==> config.mk <==
export PLATFORM = sky130hd
export DESIGN_NAME = spi_cmd_ctrl
export DESIGN_NICKNAME = d
export VERILOG_FILES = /design/src/rtl/spi_ctrl_pkg.sv /design/src/rtl/spi_ctrl_regfile.sv /design/src/rtl/spi_cmd_ctrl.sv
export SDC_FILE = /design/constraint.sdc
export NUM_CORES = 1
export LEC_CHECK = 0
export CORE_MARGIN = 2
export CORE_UTILIZATION = 51
export DETAILED_ROUTE_END_ITERATION = 7
export PLACE_DENSITY_LB_ADDON = 0.08
export SYNTH_ARGS = -nofsm -noshare
export SYNTH_HDL_FRONTEND = slang
export SYNTH_SLANG_ARGS = --single-unit
==> constraint.sdc <==
create_clock -name clk -period 6 [get_ports clk]
set_clock_uncertainty 0.2 [all_clocks]
set_input_delay 0.6 -clock clk [delete_from_list [all_inputs] [get_ports clk]]
set_output_delay 0.6 -clock clk [all_outputs]
set_load 0.02 [all_outputs]
==> src/rtl/spi_ctrl_pkg.sv <==
// Shared types and constants for the SPI command controller.
package spi_ctrl_pkg;

  typedef enum logic [1:0] {
    OP_NOP   = 2'b00,
    OP_READ  = 2'b01,
    OP_WRITE = 2'b10,
    OP_RSVD  = 2'b11
  } op_e;

  typedef enum logic [1:0] {
    IDLE  = 2'd0,
    WDATA = 2'd1,
    RLOAD = 2'd2,
    RPUSH = 2'd3
  } state_e;

  localparam logic [7:0]  ADDR_CTRL      = 8'h70;
  localparam logic [7:0]  ADDR_STATUS    = 8'h71;
  localparam logic [7:0]  ADDR_ID        = 8'h72;
  localparam logic [15:0] READ_DEFAULT   = 16'hDEAD;
  localparam int          TX_HOLD_CYCLES = 2;

endpackage

==> src/rtl/spi_ctrl_regfile.sv <==
// Config registers, CTRL/STATUS decode, done/err flags and the read mux.
module spi_ctrl_regfile
  import spi_ctrl_pkg::*;
#(
  parameter int                   DATA_SIZE = 16,
  parameter int                   NUM_REGS  = 8,
  parameter logic [DATA_SIZE-1:0] ID_VALUE  = 16'hA5C3
) (
  input  logic                          clk,
  input  logic                          rst,
  input  logic                          wr_en_i,
  input  logic [7:0]                    wr_addr_i,
  input  logic [DATA_SIZE-1:0]          wr_data_i,
  input  logic [7:0]                    rd_addr_i,
  output logic [DATA_SIZE-1:0]          rd_data_o,
  input  logic                          err_set_i,
  input  logic                          acc_busy_i,
  input  logic                          acc_done_i,
  output logic [NUM_REGS*DATA_SIZE-1:0] cfg_regs_o,
  output logic                          acc_start_o
);

  logic [NUM_REGS*DATA_SIZE-1:0] cfg_q;
  logic done_q, done_d;
  logic err_q, err_d;
  logic acc_start_q;
  logic ctrl_wr, cfg_hit, bad_wr;

  always_comb begin
    ctrl_wr = wr_en_i && (wr_addr_i == ADDR_CTRL);
    cfg_hit = int'(wr_addr_i) < NUM_REGS;
    bad_wr  = wr_en_i && !cfg_hit && !ctrl_wr;
    // Set has priority over clear for both flags.
    done_d = done_q;
    if (ctrl_wr && (wr_data_i[0] || wr_data_i[1])) done_d = 1'b0;
    if (acc_done_i) done_d = 1'b1;
    err_d = err_q;
    if (ctrl_wr && wr_data_i[1]) err_d = 1'b0;
    if (err_set_i || bad_wr) err_d = 1'b1;
  end

  always_ff @(posedge clk or posedge rst) begin
    if (rst) begin
      cfg_q       <= '0;
      done_q      <= 1'b0;
      err_q       <= 1'b0;
      acc_start_q <= 1'b0;
    end else begin
      for (int i = 0; i < NUM_REGS; i++) begin
        if (wr_en_i && (wr_addr_i == 8'(i))) cfg_q[i*DATA_SIZE +: DATA_SIZE] <= wr_data_i;
      end
      done_q      <= done_d;
      err_q       <= err_d;
      acc_start_q <= ctrl_wr && wr_data_i[0];
    end
  end

  always_comb begin
    rd_data_o = DATA_SIZE'(READ_DEFAULT);
    for (int i = 0; i < NUM_REGS; i++) begin
      if (rd_addr_i == 8'(i)) rd_data_o = cfg_q[i*DATA_SIZE +: DATA_SIZE];
    end
    case (rd_addr_i)
      ADDR_CTRL:   rd_data_o = '0;
      ADDR_STATUS: rd_data_o = {{(DATA_SIZE-3){1'b0}}, err_q, done_q, acc_busy_i};
      ADDR_ID:     rd_data_o = ID_VALUE;
      default:     ;
    endcase
  end

  assign cfg_regs_o  = cfg_q;
  assign acc_start_o = acc_start_q;

endmodule

==> src/rtl/spi_cmd_ctrl.sv <==
// Decodes SPI frames into register read/write commands and sequences read
// responses into the SPI slave's transmit register.
module spi_cmd_ctrl
  import spi_ctrl_pkg::*;
#(
  parameter int                   DATA_SIZE = 16,
  parameter int                   NUM_REGS  = 8,
  parameter logic [DATA_SIZE-1:0] ID_VALUE  = 16'hA5C3
) (
  input  logic                          clk,
  input  logic                          rst,
  input  logic                          cs,
  input  logic                          rx_valid,
  input  logic [DATA_SIZE-1:0]          rx_data,
  input  logic                          tx_ready,
  output logic                          tx_valid,
  output logic [DATA_SIZE-1:0]          tx_data,
  output logic [NUM_REGS*DATA_SIZE-1:0] cfg_regs,
  output logic                          acc_start,
  input  logic                          acc_busy,
  input  logic                          acc_done
);

  logic                 cs_meta_q, cs_sync_q;
  logic                 rx_valid_q;
  state_e               state_q;
  logic                 tx_valid_q;
  logic [DATA_SIZE-1:0] tx_data_q;
  logic [1:0]           hold_cnt_q;
  logic [7:0]           waddr_q;

  logic                 frame;
  op_e                  op;
  logic                 wr_en;
  logic                 err_cmd;
  logic [DATA_SIZE-1:0] rd_data;

  // A frame is the rising edge of rx_valid; its idle-high level never counts.
  assign frame   = rx_valid && !rx_valid_q;
  assign op      = op_e'(rx_data[DATA_SIZE-1 -: 2]);
  assign wr_en   = frame && (state_q == WDATA) && !cs_sync_q;
  assign err_cmd = frame && (((state_q == IDLE) && (op == OP_RSVD)) ||
                             (state_q == RLOAD) || (state_q == RPUSH));

  spi_ctrl_regfile #(
    .DATA_SIZE (DATA_SIZE),
    .NUM_REGS  (NUM_REGS),
    .ID_VALUE  (ID_VALUE)
  ) u_regfile (
    .clk         (clk),
    .rst         (rst),
    .wr_en_i     (wr_en),
    .wr_addr_i   (waddr_q),
    .wr_data_i   (rx_data),
    .rd_addr_i   (rx_data[7:0]),
    .rd_data_o   (rd_data),
    .err_set_i   (err_cmd),
    .acc_busy_i  (acc_busy),
    .acc_done_i  (acc_done),
    .cfg_regs_o  (cfg_regs),
    .acc_start_o (acc_start)
  );

  always_ff @(posedge clk or posedge rst) begin
    if (rst) begin
      cs_meta_q  <= 1'b1;
      cs_sync_q  <= 1'b1;
      rx_valid_q <= 1'b1;
      state_q    <= IDLE;
      tx_valid_q <= 1'b0;
      tx_data_q  <= '0;
      hold_cnt_q <= '0;
      waddr_q    <= '0;
    end else begin
      cs_meta_q  <= cs;
      cs_sync_q  <= cs_meta_q;
      rx_valid_q <= rx_valid;
      case (state_q)
        IDLE: begin
          if (frame) begin
            case (op)
              OP_WRITE: begin
                waddr_q <= rx_data[7:0];
                state_q <= WDATA;
              end
              OP_READ: begin
                tx_data_q <= rd_data;
                state_q   <= RLOAD;
              end
              default: state_q <= IDLE;
            endcase
          end
        end
        WDATA: begin
          if (cs_sync_q || frame) state_q <= IDLE;
        end
        RLOAD: begin
          if (cs_sync_q) begin
            state_q <= IDLE;
          end else if (tx_ready) begin
            tx_valid_q <= 1'b1;
            hold_cnt_q <= '0;
            state_q    <= RPUSH;
          end
        end
        RPUSH: begin
          if (cs_sync_q || (hold_cnt_q == 2'(TX_HOLD_CYCLES - 1))) begin
            tx_valid_q <= 1'b0;
            state_q    <= IDLE;
          end else begin
            hold_cnt_q <= hold_cnt_q + 2'd1;
          end
        end
        default: state_q <= IDLE;
      endcase
    end
  end

  assign tx_valid = tx_valid_q;
  assign tx_data  = tx_data_q;

endmodule

==> out/metrics.csv <==
stage,metric,value,unit
clock_tree,cts_num_sinks,163,
critical_path,arrival,3.60,ns
floorplan,fp.coreArea,0.0144,sq mm
drt,vias,5344,
power_and_ir_drop,combPwrFrac,0.134,
sta,finalSetupTns,0,ns
logic_synthesis,avgSynthCellArea,13.5,sq um
critical_path,crit_start,rx_valid,
power_and_ir_drop,power_leakage,4.43,nW
clock_tree,cts_tree,done,
critical_path,ff2ff_setup_slack,2.72,ns
floorplan,row_count,44,
power_and_ir_drop,internal_power,1.98,mW
final_layout,synthToLayoutAreaGrowth,31.6,%
hold_path,min_from,cs_meta_q,
final_layout,nets,728,
run,maxCapViolations,0,
floorplan,dieArea,0.0156,sq mm
logic_synthesis,ys_seq_area_frac,0.549,
hold_path,holdPathStages,0,
clock_tree,post_cts_resized,0,
critical_path,start_kind,input pin,
critical_path,worstSetupPathType,input pin to flop,
logic_synthesis,syn_area,0.00744,sq mm
global_routing,grt_pass1_wl,32500,um
power_and_ir_drop,seqPwrFrac,0.465,
drt,drc,0,
logic_synthesis,synthFlopType,dfrtp_1,
critical_path,crit_path_end_kind,flop,
sta,period_needed,3.49,ns
power_and_ir_drop,p_sw,0.684,mW
critical_path,crit_path_max_incr_delay,1.09,ns
power_and_ir_drop,p_per_area,272,mW/mm^2
logic_synthesis,synth-seq-cells,163,
clock_tree,clock_latency,0.43,ns
critical_path,timing.rr.end,u_regfile.cfg_regs_o[43],
power_and_ir_drop,total_power,2.66,mW
outcome,status,"complete, no violations",
sta,finalHoldViolCount,0,
final_layout,layout_common_cells,"166 x clkdlybuf4s50_1, 160 x dfrtp_1, 131 x mux2_2",
clock_tree,cts_max_path_buffers,2,
logic_synthesis,syn_nets,575,
final_layout,final_common_cell,clkdlybuf4s50_1,
logic_synthesis,ys_types,52,
placement,place_congestion,0.837,
floorplan,die_h,125,um
critical_path,path_cells,"clkdlybuf4s50_1, or3b_1, and4bb_1, nand2b_1, nor3b_4, mux2_2",
critical_path,cp.required,6.12,ns
critical_path,worstPathMaxFanout,16,
global_routing,grt_usage,0.275,
power_and_ir_drop,power_frac_clock,0.401,
sta,slew_headroom,0.152,
drt,ant_nets,0,
drt,wl,20800,um
global_routing,grt_max_degree,115,
sta,min_period_over_period,0.581,
logic_synthesis,syn_inst,551,
final_layout,layout-drive-gt1-share,0.280,
power_and_ir_drop,power_switching_share,0.257,
placement,hpwl,13600,um
drt,drtIter0Drc,365,
logic_synthesis,synth_warnings,0,
global_routing,antenna_found_initial,0,
drt,drt_pass1_iterations,5,
clock_tree,ctsHoldBuffers,0,
critical_path,reg2reg_from,state_q[1],
critical_path,cp-endpoint,u_regfile.cfg_regs_o[43],
placement,io_buffer_count,168,
hold_path,worstHoldPathType,flop to flop,
power_and_ir_drop,irDropWorstVdd,0.227,mV
sta,finalSetupViolations,0,
clock_tree,numCtsBuffers,17,
floorplan,initial_utilization,0.518,
sta,finalMaxSlewViolations,0,
final_layout,antenna_cells,0,
drt,wl_per_cell,23.1,um
floorplan,io_pins,169,
clock_tree,cts_root_buf,clkbuf_16,
critical_path,worst-r2r-cell-count,5,
clock_tree,post-cts-setup-buffers,0,
logic_synthesis,synth_edf_count,0,
clock_tree,htree_levels,4,
critical_path,crit_slowest_cell,nor3b_4,
sta,max_freq,0.287,GHz
global_routing,grt-ovfl-total,0,
clock_tree,clk_pin_slew,0.06,ns
logic_synthesis,async_reset_ff_frac,1.00,
sta,rsz0062_at_grt,no,
drt,via_per_inst,5.93,
global_routing,grt_pass1_vias,5550,
final_layout,utilization,0.681,
floorplan,die_x,125,um
sta,worst_slew_pin_slew,1.27,ns
-- Yosys cell counts, types with 3 or more instances --
master     instances  area [sq um]
a2111oi_0          3          26.3
a211oi_1           3          22.5
a21oi_1           15          75.1
a31oi_1            3          18.8
and2_1             3          18.8
buf_2             10          50.1
buf_4              3          22.5
clkbuf_1          24          90.1
dfrtp_1          160          4000
dfstp_2            3          78.8
inv_1              6          22.5
mux2_1            10           113
mux2_2           131          1480
mux2i_1            3          30.0
mux4_2            21           473
nand2_1           28           105
nand2b_1          10          62.6
nand3_1            4          20.0
nor2_1            21          78.8
nor2b_1            7          43.8
nor3_1             7          35.0
o21ai_0           20           100
o221ai_1           3          26.3
o22ai_1           14          87.6
o31ai_1            3          22.5
o32ai_1            3          26.3
-- sequential cells by signal (all words and copies together), names as in the netlist --
name / flops
u_regfile.cfg_regs_o: 128
tx_data: 16
waddr_q: 8
hold_cnt_q: 2
state_q: 2
cs_meta_q: 1
cs_sync_q: 1
rx_valid_q: 1
tx_valid: 1
u_regfile.acc_start_o: 1
u_regfile.done_q: 1
u_regfile.err_q: 1
-- per-stage QoR --
step	cell area (sq um)	hold WS, ns	worst slack, ns	cells
2_1_floorplan	7440	0.145	0.800	551
3_3_place_gp	9200	0.148	2.16	869
3_5_place_dp	9200	0.148	2.09	869
4_1_cts	9790	0.156	2.53	901
5_1_grt	9790	0.159	2.38	901
6_report	9790	0.155	2.51	901
-- how the worst min path moves through the flow --
stage,slack [ns],end
4_1_cts,0.16,cs_sync_q
2_1_floorplan,0.15,cs_sync_q
3_3_place_gp,0.15,cs_sync_q
3_5_place_dp,0.15,cs_sync_q
6_report,0.15,cs_sync_q
5_1_grt,0.16,cs_sync_q
-- metal layers --
metal / routed length (um) / track usage / part of all wire
met5: 0 / 0 / 0
met4: 299 / 0.0800 / 0.014
met3: 1630 / 0.102 / 0.078
met2: 10300 / 0.445 / 0.50
met1: 8510 / 0.350 / 0.41
-- worst max-delay path: cells and delay by family --
family                 cells  cell delay (ns)
muxes                      1             0.43
buffers and inverters      1             0.50
and+or+nand+nor            4             2.07
-- cell families after synthesis --
group | synth area share
muxes | 0.281
buffers and inverters | 0.0269
adders and majority gates | 0.00168
AOI/OAI and AO/OA | 0.0681
DFF | 0.549
and+or+nand+nor | 0.0732
-- power by group through the flow --
| stage | sequential (mW) | clock [mW] | combinational (mW) |
|---|---|---|---|
| after floorplan | 1.28 | 0 | 0.164 |
| after global placement | 1.25 | 0 | 0.351 |
| after detailed placement | 1.26 | 0 | 0.359 |
| after CTS | 1.24 | 1.08 | 0.361 |
| after global routing | 1.25 | 1.14 | 0.385 |
| final | 1.24 | 1.07 | 0.358 |
-- layout make-up --
cell class              count  area [sq um]
clock buffers              23           478
clock inverters             9           104
fillers                  1047          4580
inverters                   6          27.5
multi-input cells         343          3150
flip-flops and latches    163          4080
well taps                 184           230
repair buffers            173          1710
No activity file was read; power rests on OpenSTA's default activity.
